File: config.mk
export PLATFORM = sky130hd
export DESIGN_NAME = decode_stage
export DESIGN_NICKNAME = d
export VERILOG_FILES = /design/src/rtl/decode_stage.sv
export SDC_FILE = /design/constraint.sdc
export NUM_CORES = 2
export LEC_CHECK = 0
export BUFFER_PORTS_ARGS = -buffer_cell sky130_fd_sc_hd__buf_4
export CAP_MARGIN = 30
export CORE_UTILIZATION = 35
export DETAILED_ROUTE_END_ITERATION = 8
export HOLD_SLACK_MARGIN = 0.05
export PLACE_DENSITY = 0.49
export SLEW_MARGIN = 20
export SYNTH_ARGS = -nofsm -noshare
export SYNTH_HDL_FRONTEND = slang
export SYNTH_SLANG_ARGS = --single-unit
File: constraint.sdc
create_clock -name clock -period 2.8 [get_ports clock]
set_clock_uncertainty 0.05 [all_clocks]
set_input_delay 0.56 -clock clock [delete_from_list [all_inputs] [get_ports clock]]
set_output_delay 0.56 -clock clock [all_outputs]
set_load 0.01 [all_outputs]
File: src/rtl/decode_stage.sv
// Decode stage: splits the IF_ID word into MIPS-like fields, reads the 32x32 register file,
// sign-extends the immediate, resolves the destination register, detects load-use hazards and
// registers the packed result into ID_EX behind a valid/ready handshake.
//
// Build option: define DECODE_WB_BYPASS_EN to forward same-cycle write-back data into the
// captured rs_val/rt_val (write-through). Without it the pre-write register value is captured.
module decode_stage #(
   parameter int unsigned NREGS    = 32,
   parameter logic [5:0]  LOAD_OP  = 6'h23,
   parameter logic [5:0]  STORE_OP = 6'h2B
) (
   input  logic          clock,
   input  logic          reset,
   input  logic [63:0]   IF_ID,
   input  logic          if_valid,
   output logic          id_ready,
   input  logic          flush,
   input  logic          ex_ready,
   output logic          id_valid,
   output logic [149:0]  ID_EX,
   input  logic          wb_en,
   input  logic [4:0]    wb_addr,
   input  logic [31:0]   wb_data
);

   // Branch opcodes that write no register
   localparam logic [5:0] BeqOp = 6'h04;
   localparam logic [5:0] BneOp = 6'h05;

   // Instruction fields
   logic [31:0] pc;
   logic [31:0] instr;
   logic [5:0]  opcode;
   logic [4:0]  rs;
   logic [4:0]  rt;
   logic [4:0]  rd;
   logic [4:0]  shamt;
   logic [5:0]  funct;
   logic [15:0] imm;
   logic [31:0] imm_sext;
   logic [4:0]  dst;

   // Register file and operand values
   logic [31:0] rf_q [NREGS];
   logic [31:0] rs_rf;
   logic [31:0] rt_rf;
   logic [31:0] rs_val;
   logic [31:0] rt_val;

   // Pipeline register and control
   logic [149:0] id_ex_q;
   logic [149:0] id_ex_d;
   logic         id_valid_q;
   logic         id_valid_d;
   logic [149:0] decoded;
   logic [5:0]   ex_opcode;
   logic [4:0]   ex_dst;
   logic         hazard;
   logic         advance;

   assign pc    = IF_ID[63:32];
   assign instr = IF_ID[31:0];

   // Field extraction and immediate sign extension
   always_comb begin
      opcode   = instr[31:26];
      rs       = instr[25:21];
      rt       = instr[20:16];
      rd       = instr[15:11];
      shamt    = instr[10:6];
      funct    = instr[5:0];
      imm      = instr[15:0];
      imm_sext = {{16{imm[15]}}, imm};
   end

   // Destination register: R-type writes rd, stores/branches write nothing, others write rt
   always_comb begin
      dst = rt;
      if (opcode == 6'h00) begin
         dst = rd;
      end else if (opcode == STORE_OP || opcode == BeqOp || opcode == BneOp) begin
         dst = 5'd0;
      end
   end

   // Register-file read ports; register 0 always reads as zero
   always_comb begin
      rs_rf = (rs == 5'd0) ? 32'd0 : rf_q[rs];
      rt_rf = (rt == 5'd0) ? 32'd0 : rf_q[rt];
   end

`ifdef DECODE_WB_BYPASS_EN
   // Write-through: a same-cycle write-back to a source register is seen by this decode
   always_comb begin
      rs_val = rs_rf;
      rt_val = rt_rf;
      if (wb_en && wb_addr != 5'd0 && wb_addr == rs) begin
         rs_val = wb_data;
      end
      if (wb_en && wb_addr != 5'd0 && wb_addr == rt) begin
         rt_val = wb_data;
      end
   end
`else
   // No forwarding: the value stored before this cycle's write-back is captured
   always_comb begin
      rs_val = rs_rf;
      rt_val = rt_rf;
   end
`endif

   // Register-file write port; writes to register 0 are dropped
   always_ff @(posedge clock or negedge reset) begin
      if (!reset) begin
         for (int i = 0; i < int'(NREGS); i++) begin
            rf_q[i] <= 32'd0;
         end
      end else if (wb_en && wb_addr != 5'd0) begin
         rf_q[wb_addr] <= wb_data;
      end
   end

   // Packed ID_EX word for the instruction currently in IF_ID
   always_comb begin
      decoded = {pc, rs_val, rt_val, imm_sext, dst, opcode, funct, shamt};
   end

   // Load-use hazard against the load sitting in ID_EX, plus handshake terms
   always_comb begin
      ex_opcode = id_ex_q[16:11];
      ex_dst    = id_ex_q[21:17];
      hazard    = id_valid_q && (ex_opcode == LOAD_OP) && (ex_dst != 5'd0) &&
                  ((ex_dst == rs) || (ex_dst == rt));
      advance   = !id_valid_q || ex_ready;
      id_ready  = advance && !hazard;
   end

   // Next-state for ID_EX: flush, bubble, accept, drain, else hold
   always_comb begin
      id_valid_d = id_valid_q;
      id_ex_d    = id_ex_q;
      if (flush) begin
         id_valid_d = 1'b0;
      end else if (advance) begin
         if (hazard) begin
            // Bubble; ID_EX contents are stale but invalid
            id_valid_d = 1'b0;
         end else if (if_valid) begin
            id_ex_d    = decoded;
            id_valid_d = 1'b1;
         end else begin
            id_valid_d = 1'b0;
         end
      end
   end

   // ID_EX pipeline register
   always_ff @(posedge clock or negedge reset) begin
      if (!reset) begin
         id_ex_q    <= '0;
         id_valid_q <= 1'b0;
      end else begin
         id_ex_q    <= id_ex_d;
         id_valid_q <= id_valid_d;
      end
   end

   assign ID_EX    = id_ex_q;
   assign id_valid = id_valid_q;

endmodule

Word-level counts from Yosys, hierarchy flattened
Cells that the tools add are included.
{ "word_totals": {"inputBits": 107, "memories": 0, "out_inout_bits": 152, "word_cells": 85, "mem_bits_ro": 0, "ram_bits": 0, "latch_bits": 0, "reg_bits": 1175} }
{ "op_classes": {"n_mul": 0, "n_bitwise": 5, "reduce_logical": 19, "magnitude_cmp": 4, "n_div": 0, "muxes": 17, "shift": 0, "eq_ne": 6, "add_sub_neg": 0} }
{ "ops": {"columns": ["op", "count"], "rows": [
  ["bitwise mux 1024 bit", 1],
  ["binary-select mux 32 bit (select 5 bit)", 2],
  ["2-to-1 mux 32 bit", 7],
  ["demux 32 bit (select 5 bit)", 1],
  [">= comparator 6 bit (second input constant)", 3],
  ["NOT 5 -> 6 bit", 3],
  ["equality test 6 x 3 -> 1 bit (second input constant)", 2],
  ["equality test 6 bit (second input constant)", 2],
  ["equality test 5 bit", 2],
  ["zero test 5 bit", 2],
  ["2-to-1 mux 5 bit", 2],
  ["nonzero test 5 bit", 2],
  ["logical AND 1 bit", 6],
  ["zero test 6 bit", 1],
  ["< comparator 6 x 1 -> 1 bit (second input constant)", 1],
  ["logical OR 1 bit", 4],
  ["2-to-1 mux 1 bit", 4],
  ["AND reduction 4 bit", 1],
  ["zero test 1 bit", 2],
  ["NOT 1 bit", 2],
  ["nonzero test 2 bit", 1]
]} }

Depth between registers and ports, before layout
{ "depth": {"ltp_word": 7, "ltp_mapped": 10, "ltp_nobuf": 6} }

Worst setup path before layout
No wires, ideal clock.
{ "synth_path": {"path_kind": "input to register", "from": "in IF_ID[16]", "to": "reg id_ex_q[79], in the netlist ID_EX[79]", "path_buffers": 3, "slack_ns": 0.197, "required_ns": 2.623, "t_arrival_ns": 2.426, "setup_time_ns": 0.127, "stages": 7, "path_cell_list": "clkbuf_1 -> buf_4 -> buf_2 -> mux4_2 -> mux4_2 -> mux2i_1 -> o21ai_0"} }
{ "synth_between": {"elab_chain_cells": 5, "elab_cells_between_ends": 11, "classes_between": "eq/ne: 1; mux: 4; bitwise: 2; reduce/logical: 4"} }
{ "synth_lines": {"columns": ["element", "line", "text"], "rows": [
  ["start, declared", "14", "input logic [63:0] IF_ID,"],
  ["NOT 5 -> 6 bit (implied by the code) / equality test 5 bit (equally long branches)", "89, 133", null],
  ["binary-select mux 32 bit (select 5 bit) / logical OR 1 bit (equally long branches)", "89, 133", null],
  ["2-to-1 mux 32 bit (implied by the code) / logical AND 1 bit (equally long branches)", "89, 132", null],
  ["2-to-1 mux 32 bit (implied by the code) / NOT 1 bit (equally long branches)", null, null],
  ["2-to-1 mux 32 bit / AND reduction 4 bit (equally long branches)", null, null],
  ["end signal, assigned", "163", "id_ex_q <= id_ex_d;"],
  ["end, declared", "51", "logic [149:0] id_ex_q;"]
]} }
Parallel ways exist; a longest one is shown, timed or not. The select of a mux whose other input is x is not followed.
A chain may end at the register's enable or synchronous reset.

Worst setup path after layout
{ "layout_path": {"from": "reg id_ex_q[17], in the netlist ID_EX[17]", "to": "out id_ready"} }
{ "layout_between": {"elab_chain_cells": 5, "elab_cells_between_ends": 8, "classes_between": "eq/ne: 2; reduce/logical: 6"} }
{ "layout_lines": {"columns": ["element", "line", "text"], "rows": [
  ["equality test 5 bit / nonzero test 5 bit (equally long branches)", "133, 132", null],
  ["logical OR 1 bit / logical AND 1 bit (equally long branches)", "133, 132", null],
  ["logical AND 1 bit (*)", "132", "hazard = id_valid_q && (ex_opcode == LOAD_OP) && (ex_dst != 5'd0) &&"],
  ["zero test 1 bit (*)", "135", "id_ready = advance && !hazard;"],
  ["logical AND 1 bit (*)", "135", null],
  ["end, declared", "16", "output logic id_ready,"]
]} }
Mark *: on every way between the ends. The rest lies on a longest branch, timed or not.

==> flow_summary.ini <==
[run_status]
status = finished with violations
violations = negative setup slack

[critical_path]
worstPathRequired_ns = 2.19
cp_cell_sequence = buf_6 -> xor2_2 -> nor3_2 -> buf_4 -> a22oi_2 -> nor4_4 -> nor2_1 -> buf_4
cp_common_cell = buf_4
worstSetupPathType = reg -> out
cp-start-kind = flip-flop
cp-end-kind = output port
critPathSlowestCell = dfrtp_2
slowest_delay_ns = 0.49
crit_fanout = 3
worstPathArrival_ns = 2.56

[synth]
dominantRegCellSynth = dfrtp_1
syn_inst = 3976
synth_edf_count = 0
yosysWarnings = 0
yosysSeqAreaShare_pct = 48.6
syn-num-nets = 4083
ys_types = 44
ys_ff_latch = 1148
syn_avg_cell_area_um2 = 14.9
async_reset_ff_share_pct = 100
synth_area_um2 = 59100

[sta]
setup_ws_ns = -0.373
layout_min_cycle_time_ns = 3.17
period_share_pct = 113
drv_slew = 0
holdWs_ns = 0.238
fmaxAchievable_mhz = 315
finalSetupViolCount = 1
tightest_slew_ns = 0.832
maxSlewHeadroom_pct = 44.3
hold_viol_final = 0
rsz0062_at_grt = true

[power]
p_leak_uw = 0.0312
power.density_nw_per_um2 = 720
ir_drop_v = 0.000585

[placed_design]
routabilityCongestion = 0.770
post_dp_cell_area_um2 = 65800
hpwl_mm = 125
port_buffers = 258
placed_cells = 6268

[global_route]
grt_pass1_vias = 39500
antenna_found_initial = 9
gr-total-overflow = 0
gr-usage-all-layers_pct = 24.2
grt_start_max_net_pins = 90
grt_pass1_wl_mm = 298

[floorplan]
die_area_um2 = 171000
rows = 150
die_w_um = 413
die_h_um = 413
ioPinCount = 259
start_util_pct = 35.3
core_um2 = 167000

[final_layout]
area_growth_pct = 20.3
final_util_pct = 42.5
post_layout_nonfiller_instances = 6577
final_cell_mix = dfrtp_1 (1146), mux2_2 (1021), mux4_2 (454)
layout_commonest_cell = dfrtp_1
final_layout_size_suffix_gt1_share_pct = 52.4
final_net_count = 4373
n_fill_cell = 15200
design_area_um2 = 71100

[routing]
totalWireLength_mm = 204
ant_nets = 0
drtIter0Drc = 2998
wire_per_inst_um = 31.0
drc = 0
viasPerCell = 5.79
vias = 38100
drt_pass1_iterations = 7

[clocking]
cts_sinks = 1148
clockBufferDepth = 3
cts_buffers = 142
cts_max_level = 4
cts_tree = yes
clk_latency_ns = 0.79
cts_root_buf = clkbuf_16
path_clk_slew_ns = 0.06

[min_path]
hold_path_class = in -> reg

[run]
max_cap_viol_count = 0
power by group:
group	internal (uW)	switching [uW]	leakage [uW]
registers	19800	2400	0.0147
logic	6240	4170	0.0142
clock network	11100	7560	0.00231
flip-flops by register name, summed over array words and instances (netlist names):
register / flops
rf_q: 1024
ID_EX: 123
id_valid: 1
cell usage after synthesis (2+ instances only):
master,instances,area share [%]
mux2i_1,276,4.7
buf_2,74,0.63
a2111oi_0,2,0.030
dfrtp_1,1148,49
a22oi_1,34,0.43
nand3_1,4,0.034
o22ai_1,27,0.29
and2_1,3,0.032
a21oi_1,32,0.27
mux2_1,25,0.48
o21ai_0,155,1.3
xor2_1,10,0.15
a221o_1,54,0.91
mux4_2,454,17
o311ai_0,2,0.030
mux2_2,1021,19
nor3b_1,5,0.063
buf_6,3,0.057
buf_4,58,0.74
nand2b_1,8,0.085
clkbuf_1,269,1.7
o31ai_1,2,0.025
or4_1,2,0.025
nor4_1,2,0.021
nand2_1,96,0.61
o32a_1,2,0.034
nor3_1,6,0.051
nand3b_1,4,0.051
and3_1,3,0.032
nor2b_1,4,0.042
nor2_1,51,0.32
a221oi_1,69,1.0
o41ai_1,2,0.030
buf_1,59,0.37
final timing paths:
path / cells after the start / end / slack (ns) / startpoint
setup reg to reg: 10 / ID_EX[23] / 0.11 / ID_EX[17]
hold reg to reg: 0 / rf_q[1009] / 0.34 / rf_q[1009]
hold / removal: 2 / rf_q[441] / 0.24 / wb_data[25]
min in group asynchronous: 2 / ID_EX[21] / 0.30 / reset
setup / recovery: 8 / id_ready / -0.37 / ID_EX[17]
max in group asynchronous: 3 / ID_EX[73] / 1.41 / reset
repair_timing:
item                                    in CTS  in global routing
endpoints found under the setup margin      75                 93
gates resized for setup                      9                  4
buffers inserted                             1                  1
gates cloned                                 0                  0
pin swaps                                    4                  2
hold buffers                                57                  0
endpoints found under the hold margin      143                  0
routing by layer:
metal  vias to the layer above  track usage, %  routed length [um]
met5                         -               0                  29
met2                       996            37.9               95800
met4                         4            6.39                4600
met1                     21000            34.9               93800
li1                      15900               -                   -
met3                       260            3.84                9740
metrics by stage:
| stage | worst slack [ns] | power [uW] | setup TNS (ns) |
|---|---|---|---|
| 3_3_place_gp | -0.489 | 32600 | -57.62 |
| 5_1_grt | -0.474 | 53600 | -0.474 |
| 3_5_place_dp | -0.281 | 32800 | -8.76 |
| 6_report | -0.373 | 51300 | -0.373 |
| 2_1_floorplan | 0.197 | 28700 | 0 |
| 4_1_cts | -0.480 | 51800 | -0.480 |
final cells by class:
| class | instances | area (um2) | area share [%] |
|---|---|---|---|
| sequential | 1148 | 28700 | 40.4 |
| multi-input combinational | 2363 | 28700 | 40.3 |
| timing repair buffer | 609 | 6290 | 8.84 |
| clock buffer | 213 | 4240 | 5.95 |
| tap | 2204 | 2760 | 3.88 |
| clock inverter | 35 | 455 | 0.640 |
| inverter | 2 | 11.3 | 0.0158 |
| antenna | 3 | 7.51 | 0.0106 |
logic make-up after synthesis:
kind of cell / count (synthesis) / share of synthesized area [%]
multiplexers: 1776 / 41.9
AND/OR/NAND/NOR: 194 / 1.44
XOR/XNOR: 10 / 0.148
AO/OA/AOI/OAI: 383 / 4.44
buffers and inverters: 465 / 3.51
flip-flops: 1148 / 48.6
critical path, delay by kind of cell, from the launching register on:
kind                   cells  cell delay [ns]
AND/OR/NAND/NOR            3             0.58
flip-flops                 1             0.49
buffers and inverters      3             0.47
XOR/XNOR                   1             0.14
AO/OA/AOI/OAI              1             0.09
(Power assumes the default switching activity.)
